[src/rtl/vc_merge_arbiter.sv]
// Merges four channel FIFOs into one output FIFO: one pop per cycle, push two cycles later.
// Define VC_ARB_STRICT_PRIO_EN for fixed lowest-index priority instead of round robin.
module vc_merge_arbiter #(
  parameter int unsigned DATA_W = 12
) (
  input  logic              clk,
  input  logic              reset_L,
  input  logic [3:0]        state,
  input  logic              empty_0,
  input  logic              empty_1,
  input  logic              empty_2,
  input  logic              empty_3,
  input  logic [DATA_W-1:0] data_in_0,
  input  logic [DATA_W-1:0] data_in_1,
  input  logic [DATA_W-1:0] data_in_2,
  input  logic [DATA_W-1:0] data_in_3,
  input  logic              almost_full_out,
  output logic              pop_0,
  output logic              pop_1,
  output logic              pop_2,
  output logic              pop_3,
  output logic              push_out,
  output logic [DATA_W-1:0] data_out,
  output logic              idle
);

  localparam int unsigned NCH   = 4;
  localparam int unsigned IDX_W = 2;

  localparam logic [3:0] ST_RESET  = 4'b0001;
  localparam logic [3:0] ST_INIT   = 4'b0010;
  localparam logic [3:0] ST_IDLE   = 4'b0100;
  localparam logic [3:0] ST_ACTIVE = 4'b1000;

  logic [NCH-1:0]    pop_q, pop_d;
  logic [IDX_W-1:0]  rr_ptr_q, rr_ptr_d;
  logic [IDX_W-1:0]  sel1_q, sel1_d;
  logic              v1_q, v1_d;
  logic              push_q, push_d;
  logic [DATA_W-1:0] data_out_q, data_out_d;
  logic              idle_q, idle_d;

  logic [NCH-1:0]    eligible;
  logic              issue;
  logic              grant_v;
  logic [IDX_W-1:0]  grant_idx;
  logic [IDX_W-1:0]  cand;
  logic [DATA_W-1:0] data_sel;

  // Arbitration, pipeline advance and idle computation
  always_comb begin
    pop_d      = '0;
    rr_ptr_d   = rr_ptr_q;
    sel1_d     = '0;
    v1_d       = 1'b0;
    push_d     = 1'b0;
    data_out_d = data_out_q;
    idle_d     = 1'b1;
    grant_v    = 1'b0;
    grant_idx  = '0;
    cand       = '0;
    data_sel   = '0;

    // A channel being popped right now still looks non-empty, so it is masked out
    eligible = ~{empty_3, empty_2, empty_1, empty_0} & ~pop_q;
    issue    = (state == ST_ACTIVE) && !almost_full_out;

`ifdef VC_ARB_STRICT_PRIO_EN
    for (int i = int'(NCH) - 1; i >= 0; i--) begin
      if (eligible[i]) begin
        grant_v   = 1'b1;
        grant_idx = IDX_W'(i);
      end
    end
`else
    for (int unsigned i = 1; i <= NCH; i++) begin
      cand = rr_ptr_q + IDX_W'(i);
      if (!grant_v && eligible[cand]) begin
        grant_v   = 1'b1;
        grant_idx = cand;
      end
    end
`endif

    if (issue && grant_v) begin
      pop_d = NCH'(1) << grant_idx;
`ifndef VC_ARB_STRICT_PRIO_EN
      rr_ptr_d = grant_idx;
`endif
    end

    v1_d = |pop_q;
    for (int unsigned i = 0; i < NCH; i++) begin
      if (pop_q[i]) sel1_d = IDX_W'(i);
    end

    case (sel1_q)
      2'd0:    data_sel = data_in_0;
      2'd1:    data_sel = data_in_1;
      2'd2:    data_sel = data_in_2;
      default: data_sel = data_in_3;
    endcase

    push_d = v1_q;
    if (v1_q) data_out_d = data_sel;

    idle_d = ~(|pop_d | v1_d | push_d);
  end

  // State registers; link RESET state clears exactly like reset_L
  always_ff @(posedge clk) begin
    if (!reset_L || (state == ST_RESET)) begin
      pop_q      <= '0;
      rr_ptr_q   <= IDX_W'(NCH - 1);
      sel1_q     <= '0;
      v1_q       <= 1'b0;
      push_q     <= 1'b0;
      data_out_q <= '0;
      idle_q     <= 1'b1;
    end else begin
      pop_q      <= pop_d;
      rr_ptr_q   <= rr_ptr_d;
      sel1_q     <= sel1_d;
      v1_q       <= v1_d;
      push_q     <= push_d;
      data_out_q <= data_out_d;
      idle_q     <= idle_d;
    end
  end

  assign pop_0    = pop_q[0];
  assign pop_1    = pop_q[1];
  assign pop_2    = pop_q[2];
  assign pop_3    = pop_q[3];
  assign push_out = push_q;
  assign data_out = data_out_q;
  assign idle     = idle_q;

endmodule

[config.mk]
export PLATFORM = sky130hd
export DESIGN_NAME = vc_merge_arbiter
export DESIGN_NICKNAME = d
export VERILOG_FILES = /design/src/rtl/vc_merge_arbiter.sv
export SDC_FILE = /design/constraint.sdc
export NUM_CORES = 1
export LEC_CHECK = 0
export ABC_AREA = 1
export CAP_MARGIN = 20
export CORE_UTILIZATION = 38
export CTS_BUF_LIST = sky130_fd_sc_hd__clkbuf_4 sky130_fd_sc_hd__clkbuf_8 sky130_fd_sc_hd__clkbuf_16
export CTS_CLUSTER_SIZE = 40
export DETAILED_ROUTE_END_ITERATION = 8
export PLACE_DENSITY_LB_ADDON = 0.12
export REMOVE_ABC_BUFFERS = 1
export SYNTH_ARGS = -nofsm -noshare
export SYNTH_HDL_FRONTEND = slang
export SYNTH_SLANG_ARGS = --single-unit
export TNS_END_PERCENT = 10
[constraint.sdc]
create_clock -name clk -period 1.4 [get_ports clk]
set_input_delay 0.14 -clock clk [delete_from_list [all_inputs] [get_ports clk]]
set_output_delay 0.14 -clock clk [all_outputs]
set_load 0.03 [all_outputs]
# --- Word-level counts from Yosys, hierarchy flattened ---
# Cells that the tools add are included.
# W data, S select, Z words.
op_classes:
  bitwise: 6
  n_reduce_logical: 14
  n_lt_le_gt_ge: 4
  eq_ne: 4
  muxes: 21
  shift: 1
  add_sub_neg: 3
ops:
  columns: ["operator", "count"]
  rows:
  - ["$pmux W12 S3", 1]
  - ["$lt A2 B3 Y1 const B", 4]
  - ["$mux W2", 6]
  - ["$mux W1", 9]
  - ["$bmux W1 S2", 4]
  - ["$not A4 Y4", 2]
  - ["$reduce_or A4 Y1", 2]
  - ["$logic_and A1 B1 Y1", 5]
  - ["$logic_not A1 Y1", 5]
  - ["$add A2 B2 Y2 const B", 2]
  - ["$and A4 B4 Y4", 1]
  - ["$eq A4 B1 Y1 const B", 1]
  - ["$eq A4 B4 Y1 const B", 1]
  - ["$mux W4", 1]
  - ["$shl A1 B2 Y4 const A", 1]
  - ["$add A2 B1 Y2 const B", 1]
  - ["$eq A2 B1 Y1 const B", 1]
  - ["$eq A2 B2 Y1 const B", 1]
  - ["$logic_not A2 Y1", 1]
  - ["$or A1 B1 Y1", 2]
  - ["$logic_or A1 B1 Y1", 1]
  - ["$not A1 Y1", 1]
word_totals:
  regBits: 23
  inputBits: 59

# --- Longest topological paths before layout ---
# Gate-level depths: netlist of run 1.
depth:
  ltp_word: 20
  depth_mapped: 12
  ltp_nobuf: 11

# --- Worst setup path after synthesis of run 1 ---
# OpenSTA, ideal clock, no wires.
synth_timing:
  kind: "reg2reg"
  startpoint: "register pop_q[3]"
  endpoint: "register pop_q[2]"
  path_buffers: 0
  arrival_time_ns: 1.355
  path_slack_ns: -0.071
  path_stages_with_launch: 10
  period_less_slack_ns: 1.471
  setup_ns: 0.116
  required_ns: 1.284
  path_cell_list: "dfxtp_1 nor2_1 nand2_1 nand3_1 nand2_2 nand3_2 o21ai_2 nand2_2 nand2_1 nor2_1"
synth_via:
  elab_chain_cells: 16
synth_lines:
  columns: ["item", "line", "rtl"]
  rows:
  - ["from (decl)", "35", "logic [NCH-1:0] pop_q, pop_d;"]
  - ["from (signal assigned)", "121", "pop_q <= pop_d;"]
  - ["$not A4 Y4 *", "65", "eligible = ~{empty_3, empty_2, empty_1, empty_0} & ~pop_q;"]
  - ["$and A4 B4 Y4 *", "65", null]
  - ["$bmux W1 S2", "78", "if (!grant_v && eligible[cand]) begin"]
  - ["$mux W1 (implied by the code)", "78", null]
  - ["$mux W1", "78", null]
  - ["$logic_not A1 Y1", "78", null]
  - ["$logic_and A1 B1 Y1", "78", null]
  - ["$mux W1", "78", null]
  - ["$logic_not A1 Y1", "78", null]
  - ["$logic_and A1 B1 Y1", "78", null]
  - ["$mux W1", "78", null]
  - ["$logic_not A1 Y1", "78", null]
  - ["$logic_and A1 B1 Y1", "78", null]
  - ["$mux W2 or $mux W1 (tied branches)", "78", null]
  - ["$shl A1 B2 Y4 or $logic_and A1 B1 Y1 (tied branches)", "86, 85", null]
  - ["$mux W4 *", "85", "if (issue && grant_v) begin"]
# Mark *: on every way between the ends. The rest lies on a longest branch, timed or not. The select of a mux whose other input is x is not followed.
# A chain may end at the register's enable or synchronous reset.

# --- Final worst setup path of run 1 ---
layout_timing:
  startpoint: "register pop_q[2]"
  endpoint: "register pop_q[3]"
# Same word-level chain as after synthesis.

==> results of run 1 <==
-- stage by stage --
| step | power (W) | util | TNS, ns | cells | hold slack (ns) |
|---|---|---|---|---|---|
| floorplan | 0.000808 | - | -0.220 | 195 | 0.304 |
| global placement | 0.00102 | 0.668 | -2.56 | 330 | 0.443 |
| detailed placement | 0.00102 | 0.668 | -2.90 | 330 | 0.444 |
| CTS | 0.00133 | 0.675 | -0.0552 | 334 | 0.380 |
| global route | 0.00145 | 0.729 | -1.13 | 338 | 0.362 |
| finish | 0.00137 | 0.729 | -0.341 | 338 | 0.391 |
-- kinds of logic (layout without fill, tap and decap cells) --
kind of cell           count (synthesis)  after routing  synth area share
buffers and inverters                 30            118             0.102
AO/OA/AOI/OAI                         42             42             0.197
flip-flops                            23             23             0.335
AND/OR/NAND/NOR                      109            109             0.366
-- Yosys cell counts (all sizes together) --
| cell type | count | share of area |
|---|---|---|
| a21boi | 1 | 0.0055 |
| a21oi | 8 | 0.029 |
| a221oi | 12 | 0.076 |
| a31oi | 8 | 0.036 |
| and2 | 2 | 0.0091 |
| buf | 4 | 0.024 |
| clkbuf | 5 | 0.014 |
| dfxtp | 23 | 0.33 |
| inv | 21 | 0.065 |
| nand2 | 54 | 0.17 |
| nand3 | 17 | 0.073 |
| nand4 | 2 | 0.0091 |
| nor2 | 31 | 0.088 |
| nor3 | 2 | 0.0073 |
| nor4 | 1 | 0.0046 |
| o21ai | 13 | 0.050 |
-- report_power, final --
part | switching, W | internal, W
Combinational | 0.000164 | 0.000236
Clock | 0.000199 | 0.000107
Sequential | 0.00000372 | 0.000659
Total | 0.000367 | 0.00100
-- final cells by class --
| cell class | instances | area (um^2) |
|---|---|---|
| clock buffers | 3 | 22.5 |
| repair buffers | 93 | 906 |
| flip-flops and latches | 23 | 468 |
| well taps | 46 | 57.6 |
| inverters | 21 | 93.8 |
| multi-input cells | 151 | 918 |
| fillers | 288 | 918 |
| clock inverters | 1 | 5.00 |
-- what timing repair did --
action | CTS | global route
gates resized for setup | 26 | 39
pin swaps | 0 | 17
hold endpoints to repair | 0 | 0
setup endpoints to repair | 35 | 16
buffers inserted | 0 | 4
-- worst max-delay path, cell delays in order (launching register included) --
cell     delay (ns)
dfxtp_4        0.37
nor2_4         0.12
buf_4          0.13
nand2_4        0.05
nand3_1        0.10
nand2_2        0.09
buf_12         0.14
nor2_1         0.09
nand2_1        0.06
nand2_2        0.09
nand2_1        0.08
nor2_1         0.10
-- worst paths after layout --
kind	endpoint	start	cells past startpoint
min	data_out[4]	data_in_3[4]	3
max	pop_q[3]	pop_q[2]	11
max reg2reg	pop_q[3]	pop_q[2]	11
min reg2reg	push_out	push_d	2
-- sequential cells by signal (all words and copies together), names as in the netlist --
signal and flops:
data_out 12, idle 1, pop_q 4, push_d 1, push_out 1, rr_ptr_q 2
sel1_q 2
-- layer usage --
layer / vias to the layer above / global-route usage
li1: 859 / -
met2: 48 / 0.378
met3: 6 / 0.0441
met5: - / 0
met1: 775 / 0.266
met4: 0 / 0.0465
==> results.json, run 1 <==
{
  "violations": "setup timing",
  "synth_area_um2": 1380,
  "clock_path_buffers": 2,
  "fin_ws_ns": -0.0842,
  "grt_pass1_wl_mm": 6.74,
  "synth_cell_type_count": 24,
  "start_util": 0.406,
  "fin_crit_sh": 1.06,
  "finalSetupViolCount": 7,
  "h-tree-depth": 1,
  "drive_gt1_frac": 0.250,
  "drv_cap": 0,
  "fp.dieArea_um2": 3860,
  "cp.arrival_ns": 1.74,
  "cts_buffers": 3,
  "antenna_found_initial": 0,
  "ant_nets": 0,
  "start_kind": "flip-flop",
  "fp.coreArea_um2": 3390,
  "die_w_um": 62.2,
  "fmax_mhz": 674,
  "cts.reportedPaths.clkPinSlew_ns": 0.13,
  "port_buffers": 76,
  "finalHoldViolCount": 0,
  "tritoncts": "built",
  "area_delta_synth_final_pct": 79.7,
  "post_dp_cell_area_um2": 2260,
  "vias": 1688,
  "diodes": 0,
  "drt_first_iter_violations": 95,
  "wl_mm": 4.40,
  "yosysWarnings": 0,
  "nNetsFinal": 352,
  "endpoint_kind": "flip-flop",
  "grt_max_degree": 25,
  "core.rowCount": 21,
  "slew_violations": 0,
  "irDropWorstVdd_mv": 0.413,
  "fin_area_um2": 2470,
  "die_h_um": 62.2,
  "cts_sinks": 23,
  "ios": 77,
  "path_class": "flip-flop to flip-flop",
  "met1_length_mm": 1.83,
  "place.gp.congestion": 0.853,
  "synth_seq_cells": 23,
  "dp_hpwl_mm": 3.13,
  "grt_pass1_vias": 1512,
  "fin_skew_ns": 0.00643,
  "grt_use_total": 0.214,
  "rrSetupSlack_ns": -0.08,
  "layout_common_cells": "clkdlybuf4s50_1, nand2_1, nor2_1",
  "root_buffer": "clkbuf_4",
  "synth.avg_cell_area_um2": 6.74,
  "met2_length_mm": 2.32,
  "status": "complete, but fails checks",
  "layout_min_cycle_time_ns": 1.48,
  "rsz0062_at_grt": "yes",
  "ctsHoldBuffers": 0,
  "wl_met3_um": 212,
  "final_common_cell": "clkdlybuf4s50_1",
  "max_slew.worst_pin.slew_ns": 0.521,
  "yosysSeqAreaShare": 0.335,
  "grt_overflow": 0,
  "topRoutingLayerUsed": "met4",
  "drt_pass1_iterations": 4,
  "drcViolationCount": 0,
  "worstPathMaxFanout": 4,
  "syn-instance-count": 204,
  "viasPerCell": 4.99,
  "worst_ep_required_time_ns": 1.65,
  "pre_cts_slack_ns": -0.325,
  "hold_path_class": "primary input to flip-flop",
  "wl_per_cell_um": 13.0,
  "clock_latency_ns": 0.31,
  "slew_headroom": 0.652,
  "p_leak_nw": 1.12,
  "powerDensity_nw_per_um2": 554
}
Power figures use the tool's default switching activity.
==> inputs of run 2 (changes only) <==
- CTS_CLUSTER_DIAMETER: unset -> 40
- HOLD_SLACK_MARGIN: unset -> 0.05
- TNS_END_PERCENT: 10 -> 20
==> results.json, run 2 (synthesized netlist as in run 1, its figures left out) <==
{
  "status": "complete, but fails checks",
  "violations": "setup timing",
  "die_w_um": 62.2,
  "critPathLaunch": "rr_ptr_q[0]",
  "wl_mm": 4.61,
  "start_kind": "flip-flop",
  "pwr-share-comb": 0.300,
  "final_common_cell": "clkdlybuf4s50_1",
  "fmax_mhz": 660,
  "rrSetupSlack_ns": -0.11,
  "clkPwrFrac": 0.224,
  "diodes": 0,
  "port_buffers": 76,
  "cts_sinks": 23,
  "worst_ep_required_time_ns": 1.62,
  "setup.worst_path.end": "pop_q[2]",
  "slew_violations": 0,
  "internal_power_w": 0.00101,
  "reg2reg_to": "pop_q[2]",
  "timing.rr.start": "rr_ptr_q[0]",
  "drv_cap": 0,
  "layout_common_cells": "clkdlybuf4s50_1, nand2_1, nor2_1",
  "grt_use_total": 0.214,
  "switching_share": 0.277,
  "start_util": 0.406,
  "hold_path_class": "primary input to flip-flop",
  "finalSetupViolCount": 7,
  "fin_skew_ns": 0.0106,
  "ctsHoldBuffers": 0,
  "antenna_found_initial": 0,
  "wl_per_cell_um": 13.6,
  "viasPerCell": 5.03,
  "cp.arrival_ns": 1.74,
  "pwr-share-seq": 0.476,
  "place.gp.congestion": 0.853,
  "fin_ws_ns": -0.114,
  "h-tree-depth": 1,
  "ant_nets": 0,
  "cts_buffers": 3,
  "grt_max_degree": 25,
  "drt_first_iter_violations": 101,
  "core.rowCount": 21,
  "cts.reportedPaths.clkPinSlew_ns": 0.14,
  "clock_path_buffers": 2,
  "path_class": "flip-flop to flip-flop",
  "rsz0062_at_grt": "yes",
  "setup_tns_ns": -0.477,
  "drt_pass1_iterations": 4,
  "largest_reg_flops": 12,
  "grt_overflow": 0,
  "slew_headroom": 0.651,
  "area_delta_synth_final_pct": 85.2,
  "fin_crit_sh": 1.08,
  "clock_latency_ns": 0.31,
  "post_dp_cell_area_um2": 2260,
  "fin_area_um2": 2550,
  "endpoint_kind": "flip-flop",
  "vias": 1705,
  "layout_min_cycle_time_ns": 1.51,
  "root_buffer": "clkbuf_4",
  "max_slew.worst_pin.slew_ns": 0.523,
  "drive_gt1_frac": 0.266,
  "die_h_um": 62.2,
  "powerDensity_nw_per_um2": 547,
  "rr_worst_depth": 11,
  "hold_start": "data_in_3[4]",
  "grt_pass1_wl_mm": 6.73,
  "finalHoldViolCount": 0,
  "fp.coreArea_um2": 3390,
  "tritoncts": "built",
  "nNetsFinal": 353,
  "ios": 77,
  "p_leak_nw": 1.14,
  "fillCellCount": 265,
  "irDropWorstVdd_mv": 0.416,
  "grt_pass1_vias": 1510,
  "worstPathMaxFanout": 8,
  "dp_hpwl_mm": 3.13,
  "drcViolationCount": 0,
  "fp.dieArea_um2": 3860,
  "netSwitchingPower_w": 0.000386
}
-- run 2: cell types whose count changed in the layout (fill, tap and decap cells not counted), moves of 2 or more --
cell and delta:
nand2_2 -4, nand2_4 +4, nand3_1 -3, nand3_4 +2
nor2_1 +2, nor2_2 -5, nor2_4 +3
-- run 2: what timing repair did --
action | 4_1_cts | 5_1_grt
resized for setup | 24 | 59
setup buffers | 0 | 5
endpoints found under the setup margin | 35 | 15
pin swaps | 0 | 22
-- run 2: stage by stage --
| stage | instances | total power, W | util | hold WS [ns] | worst slack [ns] |
|---|---|---|---|---|---|
| 2_1_floorplan | 195 | 0.000808 | - | 0.304 | -0.0749 |
| 3_3_place_gp | 330 | 0.00102 | 0.668 | 0.443 | -0.278 |
| 3_5_place_dp | 330 | 0.00102 | 0.668 | 0.444 | -0.325 |
| 4_1_cts | 334 | 0.00133 | 0.674 | 0.380 | -0.0640 |
| 5_1_grt | 339 | 0.00146 | 0.751 | 0.363 | -0.177 |
| 6_report | 339 | 0.00139 | 0.751 | 0.385 | -0.114 |
-- run 2: critical path: stages (launching register included) --
cell	delay, ns
dfxtp_2	0.35
buf_12	0.14
inv_16	0.08
nand2_4	0.05
nand2_4	0.10
nand3_2	0.08
nand2_2	0.10
nand3_4	0.10
o21ai_4	0.17
nand2_2	0.10
nand2_2	0.09
nor2_1	0.04
-- run 2: power by group through the flow --
stage | clock (W) | sequential, W | combinational [W]
6_report | 0.000311 | 0.000663 | 0.000418
5_1_grt | 0.000355 | 0.000664 | 0.000444
4_1_cts | 0.000322 | 0.000665 | 0.000341
3_5_place_dp | 0 | 0.000679 | 0.000341
3_3_place_gp | 0 | 0.000679 | 0.000338
2_1_floorplan | 0 | 0.000691 | 0.000118
-- run 2: layer usage --
metal,up-vias,wire (um),GRT usage
met5,-,0,0
met4,0,64,0.0465
met3,8,206,0.0441
met2,57,2390,0.376
met1,779,1950,0.267
li1,861,-,-
-- run 2: layout make-up --
class,count,area (um^2),area share
inverters,21,97.6,0.0383
repair buffers,94,900,0.353
multi-input cells,151,995,0.391
flip-flops and latches,23,469,0.184
clock inverters,1,5.00,0.00197
clock buffers,3,22.5,0.00885
well taps,46,57.6,0.0226
-- run 2: worst min-delay path by stage --
stage                    to  slack [ns]  cells after the start
3_5_place_dp       push_out        0.44                      2
5_1_grt         data_out[4]        0.36                      3
6_report        data_out[4]        0.38                      3
2_1_floorplan  data_out[11]        0.30                      2
4_1_cts         data_out[4]        0.38                      3
3_3_place_gp       push_out        0.44                      2
==> inputs of run 3 (changes only) <==
- CTS_CLUSTER_DIAMETER: 40 -> 120
==> results of run 3 <==
The final DEF is identical to that of run 2; final timing and power are the same.
